**src/rtl/rw_arbiter_pkg.sv**
```systemverilog
// Shared types and constants for the N-channel read/write arbiter.
package rw_arbiter_pkg;

  typedef enum logic [1:0] {
    StIdle,
    StBusy,
    StResp
  } state_e;

  localparam logic [1:0] SizeByte   = 2'b00;
  localparam logic [1:0] SizeHalf   = 2'b01;
  localparam logic [1:0] SizeWord   = 2'b10;
  localparam logic [1:0] SizeDouble = 2'b11;

  localparam int unsigned IdWDefault = 4;

endpackage

```
**src/rtl/rr_pick.sv**
```systemverilog
// Combinational find-first-set starting at ptr, wrapping around; returns one-hot grant and index.
module rr_pick #(
  parameter int unsigned N  = 3,
  parameter int unsigned PW = 2
) (
  input  logic [N-1:0]  req,
  input  logic [PW-1:0] ptr,
  output logic [N-1:0]  gnt,
  output logic [PW-1:0] idx,
  output logic          any
);

  logic [N-1:0] rot;

  always_comb begin
    int unsigned k;
    // Rotate so that bit 0 is the channel at ptr.
    rot = N'({req, req} >> ptr);
    idx = '0;
    any = 1'b0;
    k   = 0;
    for (int unsigned j = 0; j < N; j++) begin
      if (!any && rot[j]) begin
        any = 1'b1;
        k   = 32'(ptr) + j;
        idx = PW'((k >= N) ? k - N : k);
      end
    end
  end

  assign gnt = any ? (N'(1) << idx) : '0;

endmodule

```
**src/rtl/rw_arbiter.sv**
```systemverilog
// Merges NUM_CH memory requesters onto one bridge port, one transaction at a time,
// with fixed-priority or round-robin arbitration and response-ID checking.
module rw_arbiter
  import rw_arbiter_pkg::*;
#(
  parameter int unsigned NUM_CH  = 3,
  parameter int unsigned ADDR_W  = 64,
  parameter int unsigned DATA_W  = 64,
  parameter int unsigned RR_MODE = 1,
  parameter int unsigned ID_W    = IdWDefault
) (
  input  logic                       clock,
  input  logic                       reset,
  input  logic [NUM_CH-1:0]          ch_valid_i,
  input  logic [NUM_CH-1:0]          ch_we_i,
  input  logic [NUM_CH*ADDR_W-1:0]   ch_addr_i,
  input  logic [NUM_CH*DATA_W-1:0]   ch_wdata_i,
  input  logic [NUM_CH*DATA_W/8-1:0] ch_mask_i,
  input  logic [NUM_CH*2-1:0]        ch_size_i,
  output logic [NUM_CH-1:0]          ch_done_o,
  output logic [NUM_CH-1:0]          ch_err_o,
  output logic [DATA_W-1:0]          ch_rdata_o,
  output logic                       rw_valid_o,
  input  logic                       rw_ready_i,
  output logic                       rw_req_o,
  output logic [ADDR_W-1:0]          rw_addr_o,
  output logic [DATA_W-1:0]          data_write_o,
  output logic [DATA_W/8-1:0]        w_mask_o,
  output logic [1:0]                 rw_size_o,
  output logic [ID_W-1:0]            rw_id_o,
  input  logic [ID_W-1:0]            rw_id_i,
  input  logic [DATA_W-1:0]          data_read_i
);

  localparam int unsigned PW = $clog2(NUM_CH);
  localparam int unsigned MW = DATA_W / 8;

  state_e            state_q;
  logic [PW-1:0]     g_q, ptr_q;
  logic [NUM_CH-1:0] gnt_q;

  logic [PW-1:0]     pick_ptr, pick_idx;
  logic [NUM_CH-1:0] pick_gnt;
  logic              pick_any;

  // Fixed-priority mode always searches from channel 0.
  assign pick_ptr = (RR_MODE != 0) ? ptr_q : '0;

  rr_pick #(
    .N  (NUM_CH),
    .PW (PW)
  ) u_pick (
    .req (ch_valid_i),
    .ptr (pick_ptr),
    .gnt (pick_gnt),
    .idx (pick_idx),
    .any (pick_any)
  );

  always_ff @(posedge clock or posedge reset) begin
    if (reset) begin
      state_q      <= StIdle;
      g_q          <= '0;
      gnt_q        <= '0;
      ptr_q        <= '0;
      ch_done_o    <= '0;
      ch_err_o     <= '0;
      ch_rdata_o   <= '0;
      rw_valid_o   <= 1'b0;
      rw_req_o     <= 1'b0;
      rw_addr_o    <= '0;
      data_write_o <= '0;
      w_mask_o     <= '0;
      rw_size_o    <= '0;
      rw_id_o      <= '0;
    end else begin
      ch_done_o <= '0;
      ch_err_o  <= '0;
      unique case (state_q)
        StIdle: begin
          if (pick_any) begin
            g_q          <= pick_idx;
            gnt_q        <= pick_gnt;
            rw_id_o      <= ID_W'(pick_idx);
            rw_req_o     <= ch_we_i[pick_idx];
            rw_addr_o    <= ch_addr_i[pick_idx*ADDR_W +: ADDR_W];
            data_write_o <= ch_wdata_i[pick_idx*DATA_W +: DATA_W];
            w_mask_o     <= ch_mask_i[pick_idx*MW +: MW];
            rw_size_o    <= ch_size_i[pick_idx*2 +: 2];
            rw_valid_o   <= 1'b1;
            if (RR_MODE != 0) begin
              ptr_q <= (pick_idx == PW'(NUM_CH - 1)) ? '0 : pick_idx + PW'(1);
            end
            state_q <= StBusy;
          end
        end
        StBusy: begin
          if (rw_ready_i) begin
            rw_valid_o <= 1'b0;
            ch_rdata_o <= data_read_i;
            ch_done_o  <= gnt_q;
            ch_err_o   <= (rw_id_i != ID_W'(g_q)) ? gnt_q : '0;
            state_q    <= StResp;
          end
        end
        StResp:  state_q <= StIdle;
        default: state_q <= StIdle;
      endcase
    end
  end

endmodule

```
**config.mk**
```make
export PLATFORM = sky130hd
export DESIGN_NAME = rw_arbiter
export DESIGN_NICKNAME = d
export VERILOG_FILES = /design/src/rtl/rw_arbiter_pkg.sv /design/src/rtl/rr_pick.sv /design/src/rtl/rw_arbiter.sv
export SDC_FILE = /design/constraint.sdc
export NUM_CORES = 1
export LEC_CHECK = 0
export CAP_MARGIN = 15
export CORE_AREA = 4 4 270 272
export DETAILED_ROUTE_END_ITERATION = 10
export DIE_AREA = 0 0 274 276
export PLACE_DENSITY_LB_ADDON = 0.25
export SLEW_MARGIN = 15
export SYNTH_ARGS = -nofsm -noshare
export SYNTH_HDL_FRONTEND = slang
export SYNTH_SLANG_ARGS = --single-unit
```
**constraint.sdc**
```tcl
create_clock -name clock -period 20.4 [get_ports clock]
set_clock_uncertainty 0.2 [all_clocks]
set_input_delay 6.12 -clock clock [delete_from_list [all_inputs] [get_ports clock]]
set_output_delay 6.12 -clock clock [all_outputs]
set_load 0.02 [all_outputs]
```
**Word level (Yosys, flattened, before mapping)**

Index checks and enable logic that the tools add are counted.

- $lt $le $gt $ge: 4
- Equal/unequal tests: 5
- Reduce and logical (&&, ||, !) cells: 10
- Add/sub/neg operators: 6
- Multiplexer cells: 23
- Shift-type cells: 6

Operators with widths:

| cell | number |
|---|---|
| $shiftx 192x9->64 | 2 |
| $shiftx 24x6->8 | 1 |
| $mux 2 | 9 |
| $mux 3 | 5 |
| $ge 3x2->1 const B | 2 |
| $mux 1 | 6 |
| $reduce_and 2->1 | 3 |
| $shiftx 6x4->2 | 1 |
| $shr 6x2->3 | 1 |
| $sub 2x2->2 const B | 3 |
| $ne 2x2->1 const B | 2 |
| $ne 4x2->1 | 1 |
| $pmux 2 s2 | 1 |
| $add 2x1->3 const B | 1 |
| $add 2x2->3 const B | 1 |
| $lt 2x3->1 const B | 1 |
| $reduce_and 3->1 | 1 |
| $shl 1x2->3 const A | 1 |
| $add 2x1->2 const B | 1 |
| $bmux 1 s2 | 1 |
| $eq 2x1->1 const B | 1 |
| $eq 2x2->1 const B | 1 |
| $ge 2x2->1 const B | 1 |
| $logic_and 1x1->1 | 2 |
| 4 further kinds | 5 |

- Input bits: 491
- Flip-flop bits (word level): 219
- Output and inout port bits: 214

**Longest topological paths before layout**

Gate-level depths: netlist (run 1).

- Depth after elaboration: 10
- Depth in mapped cells: 11
- Depth with buffers taken out: 8

**Hierarchy**

From an unflattened synthesis (run 1), not the netlist that was laid out.

- Cell total of the unflattened synthesis: 1255
- Area total of the unflattened synthesis: 11414.7 sq um

Modules (own cells, without submodules):

| module | area each (sq um) | cells an instance | times used |
|---|---|---|---|
| rw_arbiter | 11194.5 | 1226 | 1 |
| rr_pick | 220.2 | 29 | 1 |

**Worst setup path after synthesis (run 1)**

Ideal clock, no wire load.

- Path kind: input-to-reg
- Start: input ch_valid_i[1]
- End: register data_write_o[0]
- Buffers on the path: 4
- Path slack: 12331 ps
- Library setup time: 131 ps
- Stages: 10
- Arrival: 7738 ps
- Cells stage by stage: buf_2 -> or4b_1 -> a31oi_1 -> o21a_1 -> a211oi_1 -> buf_2 -> buf_6 -> buf_6 -> mux2i_1 -> o211ai_1

- Cells in the longest elaborated chain, start to end: 9
- Elaborated cells between the ends (all ways): 13
- Those cells by class: shift (2); mux (6); reduce/logical (5)

RTL lines:

| element | RTL line | text |
|---|---|---|
| from (decl) | rw_arbiter.sv:14 | `input logic [NUM_CH-1:0] ch_valid_i,` |
| $shr 6x2->3 (*) | rr_pick.sv:18 | `rot = N'({req, req} >> ptr);` |
| $mux 1 | rr_pick.sv:23 | `if (!any && rot[j]) begin` |
| $logic_not 1->1 | rr_pick.sv:23 |  |
| $logic_and 1x1->1 | rr_pick.sv:23 |  |
| $mux 1 | rr_pick.sv:23 |  |
| $logic_not 1->1 | rr_pick.sv:23 |  |
| $logic_and 1x1->1 | rr_pick.sv:23 |  |
| $mux 2 / $mux 1 (equally long branches) | rr_pick.sv:23 |  |
| $shiftx 192x9->64 / $reduce_and 2->1 (equally long branches) | - |  |
| to (signal assigned) | rw_arbiter.sv:87 | `data_write_o <= ch_wdata_i[pick_idx*DATA_W +: DATA_W];` |
| to (decl) | rw_arbiter.sv:27 | `output logic [DATA_W-1:0] data_write_o,` |

Mark *: on every way between the ends. The rest lies on a longest branch, timed or not.
A chain may end at the register's enable or synchronous reset.

**Worst setup path in the final report (run 1)**

- Start: input ch_valid_i[1]
- End: register rw_addr_o[56]

- Cells in the longest elaborated chain, start to end: 9
- Elaborated cells between the ends (all ways): 13
- Those cells by class: shift (2); mux (6); reduce/logical (5)

RTL lines:

| element | RTL line | text |
|---|---|---|
| $shr 6x2->3 (*) | rr_pick.sv:18 |  |
| $mux 1 | rr_pick.sv:23 |  |
| $logic_not 1->1 | rr_pick.sv:23 |  |
| $logic_and 1x1->1 | rr_pick.sv:23 |  |
| $mux 1 | rr_pick.sv:23 |  |
| $logic_not 1->1 | rr_pick.sv:23 |  |
| $logic_and 1x1->1 | rr_pick.sv:23 |  |
| $mux 2 / $mux 1 (equally long branches) | rr_pick.sv:23 |  |
| $shiftx 192x9->64 / $reduce_and 2->1 (equally long branches) | - |  |
| to (signal assigned) | rw_arbiter.sv:86 | `rw_addr_o <= ch_addr_i[pick_idx*ADDR_W +: ADDR_W];` |
| to (decl) | rw_arbiter.sv:26 | `output logic [ADDR_W-1:0] rw_addr_o,` |

Marks and branches as above.

==> out/qor.csv, run 1 <==
stage,metric,value,unit
floorplanning,rows,98,
run_status,status,completed,
finish,seqCellArea,5430,sq um
critical_path,cp_max_fo,111,
grt,grt_pass1_vias,11800,
critical_path,worstRegToRegCells,9,
finish,multiInputGateArea,4780,sq um
critical_path,r2r_end,rw_addr_o[56],
logic_synthesis,ys_ff_latch,217,
logic_synthesis,synth.top_cell.area_share,50.6,%
finish,final_area,19500,sq um
floorplanning,initial_core_util,15.2,%
timing,fin_setup_tns,0,ns
detailed_routing,drt-initial-drc-count,482,
timing,worst_pin_slew,1.04,ns
clock_tree,max-clock-path-buffers,3,
critical_path,cp.required,20.62,ns
grt,grt_max_degree,148,
clock_tree,cts_tree,done,
floorplanning,die_w,274,microns
grt,gr-total-overflow,0,
critical_path,worst_path_largest_cell_delay,0.64,ns
clock_tree,numCtsBuffers,29,
critical_path,worst_path_max_delay_cell,mux2i_1,
hold_path,hp-start,ch_rdata_o[57],
timing,rsz0062_at_grt,false,
finish,fin_cells,2743,
flow_run,max-cap-violations,0,
floorplanning,die_area,75600,sq um
floorplanning,core-area,70800,sq um
timing,fmax,105,MHz
timing,layout_worst_path_cycle_share,46.6,%
floorplanning,die_y,276,microns
place,placedCellCount,2688,
logic_synthesis,synth_area_per_cell,9.55,sq um
logic_synthesis,synth.most_common_cell,nand2_1,
hold_path,whs_endpoint,ch_rdata_o[57],
detailed_routing,antenna_left,0,
critical_path,critPathCaptureType,register,
clock_tree,cts.sinks,217,
grt,grt_pass1_wl,76500,microns
logic_synthesis,synth_flop_cell,dfrtp_1,
critical_path,r2r_slack,16.29,ns
pwr,vdd.ir_drop.worst,0.146,mV
clock_tree,cts_hold_buf,0,
finish,nFillCells,7493,
clock_tree,post_cts_buffers,0,
logic_synthesis,synth.largest_area_cell,dfrtp_1,
logic_synthesis,netlist_top_cells_area,"dfrtp_1, mux2i_1, nand2_1",
critical_path,crit_type,input pin to register,
hold_path,hp-class,register to register,
clock_tree,path_clk_slew,0.06,ns
pwr,leakage,8.30,nW
timing,timing.final.max_slew_violations,0,
detailed_routing,firstDrtPassIters,5,
critical_path,crit_chain,clkdlybuf4s50_1 -> nand4bb_1 -> a41oi_1 -> a211oi_4 -> buf_4 -> buf_12 -> mux2i_1 -> o211ai_1,
grt,grt_antenna_before_repair,5,
detailed_routing,drc_errors,0,
place,port_buffers,702,
finish,drive_gt1_share,3.35,%
logic_synthesis,synth_edf_count,0,
detailed_routing,num_vias,11000,
clock_tree,clk_latency,0.56,ns
logic_synthesis,yosysSeqAreaShare,50.6,%
detailed_routing,wirelength,52200,microns
critical_path,cp-start-kind,input pin,
timing,post-route-min-period,9.51,ns
logic_synthesis,synth-warning-count,0,
clock_tree,ctsRootBufferMaster,clkbuf_16,
logic_synthesis,postSynthCellCount,1124,
clock_tree,cts_resized,0,
timing,hold_viol_final,0,
pwr,power_density,140,nW/um^2
place,hpwl,38700,microns
place,post_dp_cell_area,18600,sq um
timing,setup_viol,0,
logic_synthesis,ys_async_sr_fraction,100,%
detailed_routing,routedWlPerCell,19.0,microns
logic_synthesis,synth_cell_types,34,
logic_synthesis,synth_commonest_cells,"nand2_1, dfrtp_1, mux2i_1",
finish,nets,2262,
floorplanning,io_pins,705,
critical_path,r2r-start,pick_ptr[0],
grt,grt_use_total,13.0,%
detailed_routing,vias_per_cell,4.01,
logic_synthesis,netlist_area,10700,sq um
clock_tree,htreeDepth,1,
timing,relSlewSlack,31.0,%
finish,syn2layout_area_growth,82.0,%
place,gp_congestion,0.790,
hold_path,hold-path-cell-count,2,
critical_path,arrival,9.73,ns
flip-flops by register name, indices dropped and copies added, names as in the netlist:
| register | flops |
|---|---|
| rw_id_o | 2 |
| rw_size_o | 2 |
| ch_done_o | 3 |
| ch_err_o | 3 |
| gnt_q | 2 |
| ch_rdata_o | 64 |
| data_write_o | 64 |
| w_mask_o | 8 |
| pick_ptr | 1 |
| rw_req_o | 1 |
| state_q | 2 |
| rw_addr_o | 64 |
| rw_valid_o | 1 |
power by group:
part	total [W]	switching (W)	internal (W)	leakage, nW
Sequential	0.000738	0.000114	0.000624	2.69
Clock	0.000513	0.000202	0.000311	0.467
Combinational	0.00148	0.000820	0.000661	5.14
per-layer routing:
metal	GRT usage [%]	routed length, microns
met1	14.6	19800
met2	23.9	26900
met3	3.63	4100
met4	3.81	1390
met5	0	34
final cells by class:
cell class                      count  share of cell area [%]
Antenna cell                        3                  0.0384
Clock buffer                       45                    4.38
Clock inverter                      7                   0.455
Inverter                            7                   0.179
Multi-Input combinational cell    802                    24.5
Sequential cell                   217                    27.8
Tap cell                          950                    6.09
Timing Repair Buffer              712                    36.6
cell families after synthesis:
logic type      after synthesis  share of synthesized area [%]
compound gates              155                           10.7
xor+xnor                      2                          0.163
fa+ha+maj                     2                          0.233
buf+inv                     106                           5.21
flops                       217                           50.6
mux                         142                           13.2
other cells                   1                         0.0349
simple gates                499                           19.8
metrics by stage:
step	total power (W)	setup slack, ns	hold slack [ns]	util [%]
floorplan	0.00157	8.14	0.235	-
CTS	0.00278	10.91	0.275	27.6
finish	0.00273	10.89	0.270	27.6
detailed placement	0.00225	10.26	0.261	26.3
global placement	0.00224	10.35	0.258	26.3
global route	0.00290	10.68	0.292	27.6
cell usage in the layout (no fill, tap or decap), drive strengths merged, types with 2 or more instances in the layout:
cell           netlist  routed
nand4bb              2       2
diode                0       3
clkdlybuf4s50        0     702
ha                   2       2
bufinv               0       2
or4b                 2       2
nand3              140     140
clkinv               0       5
and2                 4       4
conb                 1       2
o21a                 2       2
a21oi                2       2
a31oi                2       2
mux2i              142     142
buf                 50      10
nand3b               2       2
inv                  7       7
nor3                 3       3
dfrtp              217     217
a211oi               2       2
nor2                 4       4
nand2              336     336
o21ai                5       5
o211ai             139     139
nand4b               2       2
clkbuf              49      45
a41oi                2       2
worst max-delay path by stage:
stage,start,end,slack [ns]
global placement,ch_valid_i[1],rw_addr_o[56],10.35
finish,ch_valid_i[1],rw_addr_o[56],10.89
detailed placement,ch_valid_i[1],rw_addr_o[56],10.26
global route,ch_valid_i[1],rw_addr_o[6],10.68
floorplan,reset,ch_done_o[0],8.14
CTS,ch_valid_i[1],rw_addr_o[56],10.91
worst max-delay path, delay by kind of cell:
family	cells	cell delay [ns]
buf+inv	3	1.71
simple gates	1	0.21
compound gates	3	0.72
mux	1	0.64
No activity file was read; power rests on OpenSTA's default activity.
==> inputs of run 2 (changes only) <==
==> constraint.sdc (replaced) <==
create_clock -name clock -period 8.88 [get_ports clock]
set_clock_uncertainty 0.2 [all_clocks]
set_input_delay 2.664 -clock clock [delete_from_list [all_inputs] [get_ports clock]]
set_output_delay 2.664 -clock clock [all_outputs]
set_load 0.02 [all_outputs]
==> run 2 against run 1 <==
Effect of this change: flip-flop and latch count unchanged; critical endpoint unchanged; global-route usage about the same; combinational power grew 130%; largest power group unchanged; highest routed layer unchanged; non-clock buffer count increased by 1.
==> out/qor.csv, run 2 (same netlist as run 1, synthesis figures left out) <==
stage,metric,value,unit,change
critical_path,worstRegToRegCells,7,,was 9
timing,holdWs,0.270,ns,about the same
critical_path,critPathCaptureType,register,,unchanged
critical_path,r2r_end,rw_addr_o[56],,unchanged
grt,grt_max_degree,148,,unchanged
critical_path,worst_path_max_delay_cell,buf_4,,was mux2i_1
finish,final_area,19600,sq um,"was 19,500 sq um"
finish,reg_top3,"ch_rdata_o x64, data_write_o x64, rw_addr_o x64",,unchanged
clock_tree,path_clk_slew,0.06,ns,about the same
floorplanning,die_w,274,microns,unchanged
place,post-place-ws,2.91,ns,was 10.26 ns
timing,worst_pin_slew,1.40,ns,was 1.04 ns
timing,relSlewSlack,6.61,%,was 31.0%
clock_tree,cts_hold_buf,0,,unchanged
timing,hold_viol_final,0,,unchanged
detailed_routing,drc_errors,0,,unchanged
finish,syn2layout_area_growth,83.0,%,was 82.0%
detailed_routing,firstDrtPassIters,4,,was 5
timing,setup_viol,0,,unchanged
hold_path,hp-start,ch_rdata_o[13],,was ch_rdata_o[57]
timing,layout_worst_path_cycle_share,60.9,%,
pwr,vdd.ir_drop.worst,0.228,mV,was 0.146 mV
timing,post-route-min-period,5.41,ns,
timing,setup_ws,3.47,ns,was 10.89 ns
finish,seqCellArea,5430,sq um,unchanged
place,post_dp_cell_area,18600,sq um,about the same
clock_tree,clk_latency,0.57,ns,was 0.56 ns
hold_path,whs_endpoint,ch_rdata_o[13],,was ch_rdata_o[57]
clock_tree,cts.sinks,217,,unchanged
critical_path,crit_chain,clkdlybuf4s50_1 -> or4bb_1 -> a31oi_1 -> o21ai_1 -> o22ai_4 -> buf_4 -> nand3_1 -> o211ai_1,,was clkdlybuf4s50_1 -> nand4bb_1 -> a41oi_1 -> a211oi_4 -> buf_4 -> buf_12 -> mux2i_1 -> o211ai_1
detailed_routing,wirelength,52100,microns,"was 52,200 microns"
finish,nFillCells,7427,,"was 7,493"
place,gp_congestion,0.787,,was 0.790
pwr,leakage,8.36,nW,was 8.30 nW
grt,grt_use_total,13.0,%,about the same
hold_path,hold-path-cell-count,2,,unchanged
clock_tree,numCtsBuffers,29,,unchanged
floorplanning,rows,98,,unchanged
critical_path,cpLargestDelayFamily,buffers and inverters,,unchanged
grt,grt_pass1_wl,76100,microns,"was 76,500 microns"
clock_tree,ctsRootBufferMaster,clkbuf_16,,unchanged
finish,final_common_cell,clkdlybuf4s50_1,,unchanged
floorplanning,core-area,70800,sq um,unchanged
clock_tree,max-clock-path-buffers,3,,unchanged
critical_path,worst_path_largest_cell_delay,0.68,ns,was 0.64 ns
clock_tree,htreeDepth,1,,unchanged
detailed_routing,vias_per_cell,3.98,,was 4.01
critical_path,cp_num_buf_inv,2,,was 3
place,hpwl,38300,microns,"was 38,700 microns"
clock_tree,cts_tree,done,,unchanged
floorplanning,io_pins,705,,unchanged
flow_run,max-cap-violations,0,,unchanged
finish,drive_gt1_share,3.85,%,was 3.35%
hold_path,hp-class,register to register,,unchanged
grt,grt_antenna_before_repair,5,,unchanged
clock_tree,cts_resized,0,,unchanged
floorplanning,initial_core_util,15.2,%,unchanged
critical_path,cp.required,9.16,ns,was 20.62 ns
finish,mostFrequentLayoutCells,"clkdlybuf4s50_1, nand2_1, dfrtp_1, mux2i_1, nand3_1",,unchanged
critical_path,cp_max_fo,72,,was 111
floorplanning,die_area,75600,sq um,unchanged
finish,nets,2263,,"was 2,262"
timing,rsz0062_at_grt,false,,unchanged
detailed_routing,drt-initial-drc-count,343,,was 482
timing,fin_setup_tns,0,ns,unchanged
grt,gr-total-overflow,0,,unchanged
critical_path,r2r_slack,5.57,ns,was 16.29 ns
run_status,status,completed,,unchanged
floorplanning,die_y,276,microns,unchanged
critical_path,arrival,5.69,ns,was 9.73 ns
detailed_routing,num_vias,10900,,was 11.0k
clock_tree,post_cts_buffers,0,,unchanged
detailed_routing,antenna_left,0,,unchanged
timing,timing.final.max_slew_violations,0,,unchanged
finish,multiInputGateArea,4780,sq um,unchanged
place,port_buffers,702,,unchanged
critical_path,r2r-start,pick_ptr[0],,unchanged
timing,fmax,185,MHz,
critical_path,cp-start-kind,input pin,,unchanged
grt,grt_pass1_vias,11600,,was 11.8k
critical_path,crit_type,input pin to register,,unchanged
pwr,power_density,324,nW/um^2,was 140 nW/um^2
detailed_routing,routedWlPerCell,19.0,microns,about the same
## run 2: cell types whose count changed in the layout (fill, tap and decap cells not counted), sizes merged
cell	change
buf	+1
diode	+1
bufinv	+1
clkinv	+2
clkbuf	-1
## run 2: cell type report
cell class / instances / share of cell area, %
Antenna cell: 4 / 0.0510
Clock buffer: 44 / 4.59
Clock inverter: 10 / 0.656
Inverter: 7 / 0.178
Multi-Input combinational cell: 802 / 24.4
Sequential cell: 217 / 27.7
Tap cell: 950 / 6.05
Timing Repair Buffer: 713 / 36.5
## run 2: how the worst max path moves through the flow
stage / slack [ns] / depth (start not counted) / from / endpoint
floorplan: 0.08 / 1 / reset / ch_done_o[0]
global placement: 2.91 / 8 / ch_valid_i[1] / rw_addr_o[56]
detailed placement: 2.91 / 8 / ch_valid_i[1] / rw_addr_o[56]
CTS: 3.51 / 8 / ch_valid_i[1] / rw_addr_o[56]
global route: 3.30 / 8 / ch_valid_i[1] / rw_addr_o[56]
finish: 3.47 / 8 / ch_valid_i[1] / rw_addr_o[56]
## run 2: worst min-delay path: cells and delay by family (launching register included)
family / cells / cell delay [ns]
flops: 1 / 0.34
simple gates: 2 / 0.10
## run 2: where the power goes
part,total [W],switching (W),internal (W)
combinational,0.00340,0.00189,0.00152
clock,0.00126,0.000478,0.000781
sequential,0.00169,0.000259,0.00143
total,0.00635,0.00262,0.00373
## run 2: routing by layer
| layer | vias up | GRT usage (%) | wire length, microns |
|---|---|---|---|
| met2 | 413 | 23.5 | 26300 |
| met5 | - | 0 | 20 |
| met1 | 5221 | 14.7 | 20200 |
| met4 | 2 | 4.34 | 1680 |
| li1 | 5219 | - | - |
| met3 | 76 | 3.41 | 3820 |
## run 2: metrics by stage
| step | cells | power (W) | util, % |
|---|---|---|---|
| finish | 2747 | 0.00635 | 27.8 |
| global placement | 2689 | 0.00515 | 26.3 |
| floorplan | 1125 | 0.00360 | - |
| global route | 2745 | 0.00674 | 27.8 |
| detailed placement | 2689 | 0.00519 | 26.3 |
| CTS | 2743 | 0.00650 | 27.7 |
==> inputs of run 3 (changes only) <==
==> constraint.sdc (replaced) <==
create_clock -name clock -period 5.1 [get_ports clock]
set_clock_uncertainty 0.2 [all_clocks]
set_input_delay 1.53 -clock clock [delete_from_list [all_inputs] [get_ports clock]]
set_output_delay 1.53 -clock clock [all_outputs]
set_load 0.02 [all_outputs]
==> run 3 against run 2 <==
Effect of this change: hold slack improved by 0.0017 ns; setup slack worse by 2.3 ns; critical path depth stayed put; cell area is 0.69% higher; global-route usage grew 0.20 points; routed wire length increased by 0.51%; clock power is 58% higher; utilization up 0.19 points; cell count up 0.33%.
==> out/qor.csv, run 3 (same netlist as run 1, synthesis figures left out) <==
stage,metric,value,unit,change
timing,relSlewSlack,37.6,%,was 6.61%
clock_tree,ctsRootBufferMaster,clkbuf_16,,unchanged
hold_path,hp-class,register to register,,unchanged
timing,setup_viol,0,,unchanged
finish,nets,2278,,"was 2,263"
pwr,swShare,41.5,%,was 41.3%
hold_path,hp-start,rw_valid_o,,was ch_rdata_o[13]
grt,grt_max_degree,87,,was 148
critical_path,arrival,4.16,ns,was 5.69 ns
timing,setup_ws,1.16,ns,was 3.47 ns
floorplanning,die_w,274,microns,unchanged
grt,grt_util_met1,14.7,%,about the same
place,hpwl,40100,microns,"was 38,300 microns"
place,gp_congestion,0.847,,was 0.787
clock_tree,path_clk_slew,0.06,ns,about the same
timing,worst_pin_slew,0.935,ns,was 1.40 ns
clock_tree,clk_latency,0.56,ns,was 0.57 ns
critical_path,cp_max_fo,50,,was 72
timing,fmax,254,MHz,
pwr,intPower,0.00647,W,was 0.00373 W
timing,layout_worst_path_cycle_share,77.2,%,
flow_run,max-cap-violations,0,,unchanged
clock_tree,post_cts_buffers,0,,unchanged
pwr,power.switching,0.00459,W,was 0.00262 W
pwr,p_clk_share,18.0,%,was 19.8%
grt,grt_antenna_before_repair,2,,was 5
timing,timing.final.max_slew_violations,0,,unchanged
floorplanning,die_area,75600,sq um,unchanged
critical_path,r2r-start,pick_ptr[0],,unchanged
grt,grt_use_total,13.2,%,was 13.0%
finish,nFillCells,7472,,"was 7,427"
detailed_routing,vias_per_cell,3.96,,was 3.98
critical_path,cp.required,5.33,ns,was 9.16 ns
critical_path,worstRegToRegCells,9,,was 7
detailed_routing,firstDrtPassIters,5,,was 4
finish,mostFrequentLayoutCells,"clkdlybuf4s50_1, nand2_1, dfrtp_1, mux2i_1, nand3_1",,unchanged
finish,multiInputGateArea,4780,sq um,unchanged
clock_tree,cts_tree,done,,unchanged
detailed_routing,drc_errors,0,,unchanged
clock_tree,cts_hold_buf,0,,unchanged
detailed_routing,wirelength,52400,microns,"was 52,100 microns"
finish,final_common_cell,clkdlybuf4s50_1,,unchanged
pwr,vdd.ir_drop.worst,0.302,mV,was 0.228 mV
finish,reg_top3,"ch_rdata_o x64, data_write_o x64, rw_addr_o x64",,unchanged
clock_tree,cts_resized,0,,unchanged
clock_tree,max-clock-path-buffers,3,,unchanged
floorplanning,die_y,276,microns,unchanged
grt,grt_pass1_wl,77200,microns,"was 76,100 microns"
pwr,power_density,559,nW/um^2,was 324 nW/um^2
grt,grt_pass1_vias,11800,,was 11.6k
timing,fin_setup_tns,0,ns,unchanged
floorplanning,core-area,70800,sq um,unchanged
clock_tree,htreeDepth,1,,unchanged
timing,hold_viol_final,0,,unchanged
floorplanning,rows,98,,unchanged
pwr,p_seq_share,26.7,%,was 26.6%
place,port_buffers,702,,unchanged
critical_path,crit_start,ch_valid_i[1],,unchanged
detailed_routing,antenna_left,0,,unchanged
critical_path,critPathCaptureType,register,,unchanged
pwr,leakage,8.40,nW,was 8.36 nW
detailed_routing,num_vias,10900,,about the same
clock_tree,numCtsBuffers,28,,was 29
critical_path,crit_type,input pin to register,,unchanged
detailed_routing,drt-initial-drc-count,553,,was 343
grt,grt_busiest_layer,met2,,unchanged
clock_tree,cts.sinks,217,,unchanged
pwr,combPwrFrac,55.3,%,was 53.6%
finish,seqCellArea,5430,sq um,unchanged
timing,post-route-min-period,3.94,ns,
timing,rsz0062_at_grt,false,,unchanged
grt,gr-total-overflow,0,,unchanged
detailed_routing,routedWlPerCell,19.0,microns,about the same
place,post-place-ws,0.564,ns,was 2.91 ns
finish,drive_gt1_share,4.32,%,was 3.85%
finish,syn2layout_area_growth,84.3,%,was 83.0%
run_status,status,completed,,unchanged
grt,use_met3,3.51,%,was 3.41%
floorplanning,initial_core_util,15.2,%,unchanged
floorplanning,io_pins,705,,unchanged
timing,holdWs,0.271,ns,was 0.270 ns
grt,use_met2,24.6,%,was 23.5%
hold_path,hold-path-cell-count,2,,unchanged
critical_path,cp-start-kind,input pin,,unchanged
[run 3: changes by cell type in the layout (fill, tap and decap cells not counted), sizes merged]
cell	previous run	this run
bufinv	3	1
diode	4	2
buf	11	27
clkbuf	44	43
clkinv	7	3
inv	7	5
clkinvlp	0	4
[run 3: worst paths after layout]
path	endpoint	slack (ns)
hold / removal	rw_valid_o	0.27
hold reg to reg	rw_valid_o	0.27
max in group asynchronous	rw_addr_o[36]	2.68
min in group asynchronous	w_mask_o[0]	1.11
setup reg to reg	data_write_o[23]	2.04
setup / recovery	data_write_o[23]	1.16
[run 3: final cells by class]
cell class / instances / area share, %
Timing Repair Buffer: 729 / 37.4
Sequential cell: 217 / 27.5
Multi-Input combinational cell: 802 / 24.2
Tap cell: 950 / 6.01
Clock buffer: 43 / 4.33
Clock inverter: 6 / 0.373
Inverter: 7 / 0.158
Antenna cell: 2 / 0.0253
[run 3: stage by stage]
step	cell area, sq um	utilization [%]	cells	power [W]
2_1_floorplan	10700	-	1125	0.00627
4_1_cts	19800	27.9	2754	0.0113
5_1_grt	19800	28.0	2756	0.0118
3_5_place_dp	18800	26.6	2705	0.00922
3_3_place_gp	18800	26.6	2705	0.00917
6_report	19800	28.0	2756	0.0111
[run 3: critical path, stage by stage]
cell,delay (ns)
clkdlybuf4s50_1,0.63
or4b_1,0.51
a41oi_1,0.45
a211oi_4,0.11
buf_4,0.23
buf_12,0.21
mux2i_1,0.31
o211ai_1,0.12
[run 3: power by group through the flow]
stage / clock network, W / registers, W / logic, W
final: 0.00199 / 0.00295 / 0.00612
after global routing: 0.00215 / 0.00306 / 0.00657
after CTS: 0.00208 / 0.00296 / 0.00627
after detailed placement: 0 / 0.00298 / 0.00625
after global placement: 0 / 0.00295 / 0.00622
after floorplan: 0 / 0.00382 / 0.00245
[run 3: metal layers]
| metal | up-vias | wire length [microns] |
|---|---|---|
| met2 | 426 | 27200 |
| li1 | 5249 | - |
| met1 | 5185 | 19800 |
| met3 | 50 | 4040 |
| met4 | 0 | 1290 |
| met5 | - | 0 |
